## src/rtl/arbitro_pkg.sv

```systemverilog
// Shared definitions for the BCD transmission arbiter: FSM state encoding,
// the BCD byte width and the width helper used for requester indices.
package arbitro_pkg;

  localparam int BCD_W = 8;

  typedef enum logic [1:0] {
    OCIOSO   = 2'd0,
    DISPARA  = 2'd1,
    AGUARDA  = 2'd2,
    FINALIZA = 2'd3
  } estado_t;

  // Number of bits needed to index n items, never less than one bit.
  function automatic int largura_id(input int n);
    return (n <= 2) ? 1 : $clog2(n);
  endfunction

endpackage

```

## src/rtl/seletor_round_robin.sv

```systemverilog
// Combinational round-robin selector: starting at the index right after
// the last winner and wrapping around, picks the first active request.
module seletor_round_robin
  import arbitro_pkg::*;
#(
  parameter int N_REQ = 4,
  parameter int ID_W  = largura_id(N_REQ)
) (
  input  logic [N_REQ-1:0] req,
  input  logic [ID_W-1:0]  ultimo,
  output logic             tem_pedido,
  output logic [ID_W-1:0]  vencedor
);

  // Scan from the farthest offset down to the nearest one, so the closest
  // active requester after the last winner is the one that sticks.
  always_comb begin
    tem_pedido = 1'b0;
    vencedor   = '0;
    for (int k = N_REQ; k >= 1; k--) begin
      if (req[(int'(ultimo) + k) % N_REQ]) begin
        tem_pedido = 1'b1;
        vencedor   = ID_W'((int'(ultimo) + k) % N_REQ);
      end
    end
  end

endmodule

```

## src/rtl/arbitro_transmissao_bcd.sv

```systemverilog
// Round-robin arbiter sharing one BCD-to-ASCII serial transmitter among
// N_REQ requesters. Latches the winner and its byte, fires the start pulse,
// waits for completion and acknowledges the winner.
// Optional feature: define ARBITRO_TIMEOUT_EN to abort transfers that wait
// TIMEOUT_CICLOS cycles without pronto_tx, flagging them with erro_timeout.
module arbitro_transmissao_bcd
  import arbitro_pkg::*;
#(
  parameter int N_REQ          = 4,
  parameter int TIMEOUT_CICLOS = 50_000_000
) (
  input  logic                           clock,
  input  logic                           reset,
  input  logic [N_REQ-1:0]               req,
  input  logic [BCD_W*N_REQ-1:0]         bcd_in,
  output logic [N_REQ-1:0]               ack,
  output logic [largura_id(N_REQ)-1:0]   grant_id,
  output logic                           ocupado,
  output logic [BCD_W-1:0]               bcd,
  output logic                           transmite_bcd,
  input  logic                           pronto_tx,
  output logic                           erro_timeout
);

  localparam int ID_W = largura_id(N_REQ);

  if (N_REQ < 2 || N_REQ > 8 || TIMEOUT_CICLOS < 2) begin : g_config_invalida
    $error("arbitro_transmissao_bcd: N_REQ must be 2..8 and TIMEOUT_CICLOS >= 2");
  end

  estado_t         estado;
  estado_t         proximo;
  logic [ID_W-1:0] ultimo;
  logic            tem_pedido;
  logic [ID_W-1:0] vencedor;
  logic            estouro;

  seletor_round_robin #(
    .N_REQ (N_REQ),
    .ID_W  (ID_W)
  ) u_seletor (
    .req        (req),
    .ultimo     (ultimo),
    .tem_pedido (tem_pedido),
    .vencedor   (vencedor)
  );

`ifdef ARBITRO_TIMEOUT_EN
  localparam int CONT_W = largura_id(TIMEOUT_CICLOS);

  logic [CONT_W-1:0] contador;
  logic              erro_reg;

  assign estouro = (contador == CONT_W'(TIMEOUT_CICLOS - 1));

  // Wait-time counter: zero outside AGUARDA, so every entry starts at zero.
  always_ff @(posedge clock or negedge reset) begin
    if (!reset) begin
      contador <= '0;
    end else if (estado == AGUARDA) begin
      contador <= contador + 1'b1;
    end else begin
      contador <= '0;
    end
  end

  // Remembers whether AGUARDA was left by timeout rather than by pronto_tx.
  always_ff @(posedge clock or negedge reset) begin
    if (!reset) begin
      erro_reg <= 1'b0;
    end else if (estado == AGUARDA) begin
      erro_reg <= estouro && !pronto_tx;
    end
  end
`else
  assign estouro = 1'b0;
`endif

  // State register.
  always_ff @(posedge clock or negedge reset) begin
    if (!reset) begin
      estado <= OCIOSO;
    end else begin
      estado <= proximo;
    end
  end

  // Winner and byte latch, taken only when a transfer starts so that
  // bcd_in changes during the transfer have no effect.
  always_ff @(posedge clock or negedge reset) begin
    if (!reset) begin
      ultimo   <= ID_W'(N_REQ - 1);
      grant_id <= '0;
      bcd      <= '0;
    end else if (estado == OCIOSO && tem_pedido) begin
      ultimo   <= vencedor;
      grant_id <= vencedor;
      bcd      <= bcd_in[int'(vencedor)*BCD_W +: BCD_W];
    end
  end

  // Next-state logic; pronto_tx only matters while waiting in AGUARDA.
  always_comb begin
    proximo = estado;
    case (estado)
      OCIOSO:   if (tem_pedido) proximo = DISPARA;
      DISPARA:  proximo = AGUARDA;
      AGUARDA:  if (pronto_tx || estouro) proximo = FINALIZA;
      FINALIZA: proximo = OCIOSO;
      default:  proximo = OCIOSO;
    endcase
  end

  // Moore outputs decoded from the current state.
  always_comb begin
    ack           = '0;
    transmite_bcd = 1'b0;
    ocupado       = (estado != OCIOSO);
    erro_timeout  = 1'b0;
    case (estado)
      DISPARA:  transmite_bcd = 1'b1;
      FINALIZA: begin
        ack[grant_id] = 1'b1;
`ifdef ARBITRO_TIMEOUT_EN
        erro_timeout  = erro_reg;
`endif
      end
      default:  ;
    endcase
  end

endmodule

```

## config.mk

```make
export PLATFORM = sky130hd
export DESIGN_NAME = arbitro_transmissao_bcd
export DESIGN_NICKNAME = d
export VERILOG_FILES = /design/src/rtl/arbitro_pkg.sv /design/src/rtl/seletor_round_robin.sv /design/src/rtl/arbitro_transmissao_bcd.sv
export SDC_FILE = /design/constraint.sdc
export NUM_CORES = 1
export LEC_CHECK = 0
export CELL_PAD_IN_SITES_DETAIL_PLACEMENT = 2
export CELL_PAD_IN_SITES_GLOBAL_PLACEMENT = 2
export CORE_ASPECT_RATIO = 0.9
export CORE_MARGIN = 3
export CORE_UTILIZATION = 30
export CTS_CLUSTER_DIAMETER = 100
export DETAILED_ROUTE_END_ITERATION = 7
export DONT_BUFFER_PORTS = 1
export PLACE_DENSITY_LB_ADDON = 0.25
export SYNTH_ARGS = -nofsm -noshare
export SYNTH_HDL_FRONTEND = slang
export SYNTH_SLANG_ARGS = --single-unit
```

## constraint.sdc

```tcl
create_clock -name clock -period 1.5 [get_ports clock]
set_input_delay 0.225 -clock clock [delete_from_list [all_inputs] [get_ports clock]]
set_output_delay 0.225 -clock clock [all_outputs]
set_load 0.05 [all_outputs]
```

==> summary.md <==
| Metric | Value |
|---|---|
| Startpoint types | `flip-flop` |
| IO buf count | `0` |
| First-pass GRT wire length | `4.93 mm` |
| Status | `finished with violations` |
| Worst VDD drop | `1.00 mV` |
| FMAX | `606 MHz` |
| Shortest period the worst path allows | `1.65 ns` |
| Finish-stage setup viols | `11` |
| Rel. slew slack | `52.8%` |
| Reg2reg start | `ultimo[0]` |
| Seq/Total Area, Yosys | `37.1%` |
| Die Wd | `65.4 microns` |
| Async SR Flop Fraction | `100%` |
| Worst hold path type | `in -> reg` |
| Largest incremental delay on the critical path | `0.56 ns` |
| Iter 0 DRT Violations | `4` |
| Clk sinks | `14` |
| Fraction of layout cells with a size suffix above 1 | `49.6%` |
| Site Rows | `18` |
| N_diodes | `0` |
| Total power | `around 3.7 mW` |
| Max clock buf depth | `2` |
| Crit path kind | `reg -> reg` |
| YS warnings | `0` |
| Flops & latches, synth | `14` |
| Clock Latency Late Sink | `approximately 0.28 ns` |
| Hold WS | `0.150 ns` |
| DR WL/cell | `between 15 and 20 microns` |
| Top post-synthesis cells by area | `dfrtp_1 32%, mux2i_1 17%, o221ai_1 7.4%` |
| Post-DP Area | `about 1200 sq um` |
| Cells after Synth | `approximately 100` |
| GRT overflow | `0` |
| Tot GR Track Use | `16.8%` |
| Max FO, Critical Path | `9` |
| Full die area | `3890 sq um` |
| Final Cell Area | `1410 sq um` |
| Post-route clock period utilization | `110%` |
| Worst reg-to-reg path cell count | `6` |
| Max-Cap Viols | `0` |
| Net count reported at finish | `166` |
| Most used DFF post-synth | `dfrtp_1` |
| Static Leak | `roughly 0.64 nW` |
| Via count | `842` |
| Syn nets | `around 140` |
| Critical-path cell list | `nand2b_4 -> a21oi_2 -> a211oi_4 -> buf_6 -> mux2i_1 -> o221ai_2` |
| Root buf cell | `clkbuf_4` |
| Post-synthesis cell area | `952 sq um` |
| End point of the critical path | `bcd[2]` |
| Core Area | `~2900 sq um` |
| Worst reg2reg path endpoint | `bcd[2]` |
| Initial antenna violation count | `0` |
| Clock transition at path regs | `0.09 ns` |
| Pin count of the biggest net entering global routing | `15` |
| Syn_area_per_cell | `9.72 sq um` |
| Final-report max-slew violation count | `0` |
| Crit path capture type | `flip-flop` |
| CTS buffer count | `3` |
| CP max stage cell | `dfstp_2` |
| Area growth from synthesis to layout | `48.2%` |
| # H-tree levels | `1` |
| Via density | `5.23` |
| Worst EP arrival | `1.80 ns` |
| Post-DP HPWL | `2.27 mm` |
| # DRC | `0` |
| Hold_sp | `bcd_in[12]` |
| Share of the synthesized area in the top cell type | `about a third` |
| Cell area power density | `2590 nW/um^2` |
| TritonCTS clock tree | `yes` |
| Initial Utilization | `33.0%` |
| R2r setup slk | `-0.15 ns` |
| DRT Pass-1 Iters | `2` |
| Vias in the first global route | `950` |
| WP data required | `around 1.7 ns` |
| Final Skew | `0.00378 ns` |
| Post-synthesis cell type count | `29` |
| Failing checks | `setup timing` |
| I/O pin count | `56` |
| Remaining antenna violation count | `0` |
| Routability congestion estimate | `0.756` |
| RSZ-0062 raised after global routing | `yes` |
| Hold Vio Cnt, Final | `0` |
| Worst setup margin | `-0.149 ns` |
| Final WL | `3.18 mm` |
| Die height | `59.4 microns` |
| Slew at the pin closest to its max-slew limit | `0.706 ns` |
| Worst setup path startpoint | `ultimo[0]` |
| Largest area contributor in the netlist | `dfrtp_1` |
| Post-synth EDFFs | `0` |
## flip-flops by register name, summed over array words and instances, names as in the netlist
| signal | count |
|---|---|
| bcd | 8 |
| estado | 2 |
| grant_id | 2 |
| ultimo | 2 |
## worst min path at each step
stage / to / slack, ns / depth (start not counted)
floorplan: bcd[0] / -0.07 / 0
global placement: bcd[1] / -0.07 / 0
detailed placement: bcd[1] / -0.07 / 0
CTS: bcd[4] / 0.15 / 2
global route: bcd[5] / 0.16 / 2
finish: bcd[4] / 0.15 / 2
## through the flow
| stage | cells | util (%) | setup TNS, ns | setup WS (ns) |
|---|---|---|---|---|
| final | 161 | 49.0 | -1.33 | -0.149 |
| after global routing | 161 | 49.0 | -2.37 | -0.237 |
| after detailed placement | 152 | 40.4 | -1.38 | -0.183 |
| after floorplan | 98 | - | -0.623 | -0.0701 |
| after global placement | 152 | 40.4 | -0.819 | -0.122 |
| after CTS | 161 | 47.2 | -1.28 | -0.143 |
## routing by layer
metal | wire length (microns) | share of wire [%] | track usage [%] | up-vias
li1 | - | - | - | 392
met1 | 1320 | 42 | 22.5 | 420
met2 | 1700 | 53 | 28.7 | 28
met3 | 145 | 4.6 | 2.28 | 2
met4 | 15 | 0.47 | 4.44 | 0
met5 | 0 | 0 | 0 | -
## kinds of logic (layout without fill, tap and decap cells)
kind of cell / after synthesis / in the layout / synth area share [%]
buffers and inverters: 12 / 35 / 8.41
other: 1 / 1 / 0.394
AND/OR/NAND/NOR: 30 / 30 / 14.6
adder cells (fa/ha/maj): 5 / 5 / 6.57
flip-flops: 14 / 14 / 37.1
AO/OA/AOI/OAI: 20 / 20 / 16.2
multiplexers: 16 / 16 / 16.8
## critical path, delay by kind of cell (launching register included)
| kind | cells | cell delay, ns |
|---|---|---|
| buffers and inverters | 1 | 0.21 |
| and+or+nand+nor | 1 | 0.13 |
| muxes | 1 | 0.24 |
| AOI/OAI and AO/OA | 3 | 0.38 |
| DFF | 1 | 0.56 |
## repair_timing
action | CTS | global route
setup endpoints to repair | 14 | 18
gates cloned | 1 | 0
buffers inserted | 3 | 0
pin swaps | 5 | 2
hold endpoints to repair | 14 | 0
resized for setup | 28 | 14
hold buffers | 1 | 0
## layout make-up
cell class                      instances  area [sq um]
Inverter                                7          26.3
Multi-Input combinational cell         72           676
Tap cell                               40          50.0
Clock buffer                            4          36.3
Timing Repair Buffer                   24           270
Fill cell                             320          1470
Sequential cell                        14           353
## layout by cell type (no fill, tap or decap), types with 2 or more instances in the layout
master / netlist / layout
clkbuf_4: 0 / 3
nand2_1: 17 / 14
nand2_4: 0 / 2
inv_2: 1 / 4
mux2i_1: 16 / 12
ha_1: 5 / 2
dfstp_2: 2 / 2
dfrtp_1: 12 / 12
a21oi_2: 1 / 2
o221ai_2: 0 / 7
mux2i_2: 0 / 3
buf_6: 2 / 8
ha_4: 0 / 2
inv_1: 6 / 3
a21oi_1: 5 / 4
buf_4: 1 / 10
nor2_1: 5 / 4
buf_12: 1 / 4
## power by group
group	switching [mW]	internal, mW	total (mW)
Combinational	1.17	1.04	2.20
Clock	0.126	0.147	0.274
Sequential	0.587	0.586	1.17
## Yosys cell counts (2+ instances only)
library cell / count
a21oi_1: 5
and3_1: 2
buf_6: 2
dfrtp_1: 12
dfstp_2: 2
ha_1: 5
inv_1: 6
mux2i_1: 16
nand2_1: 17
nor2_1: 5
o221ai_1: 8
Note: power is estimated with default switching activity, not from simulation.
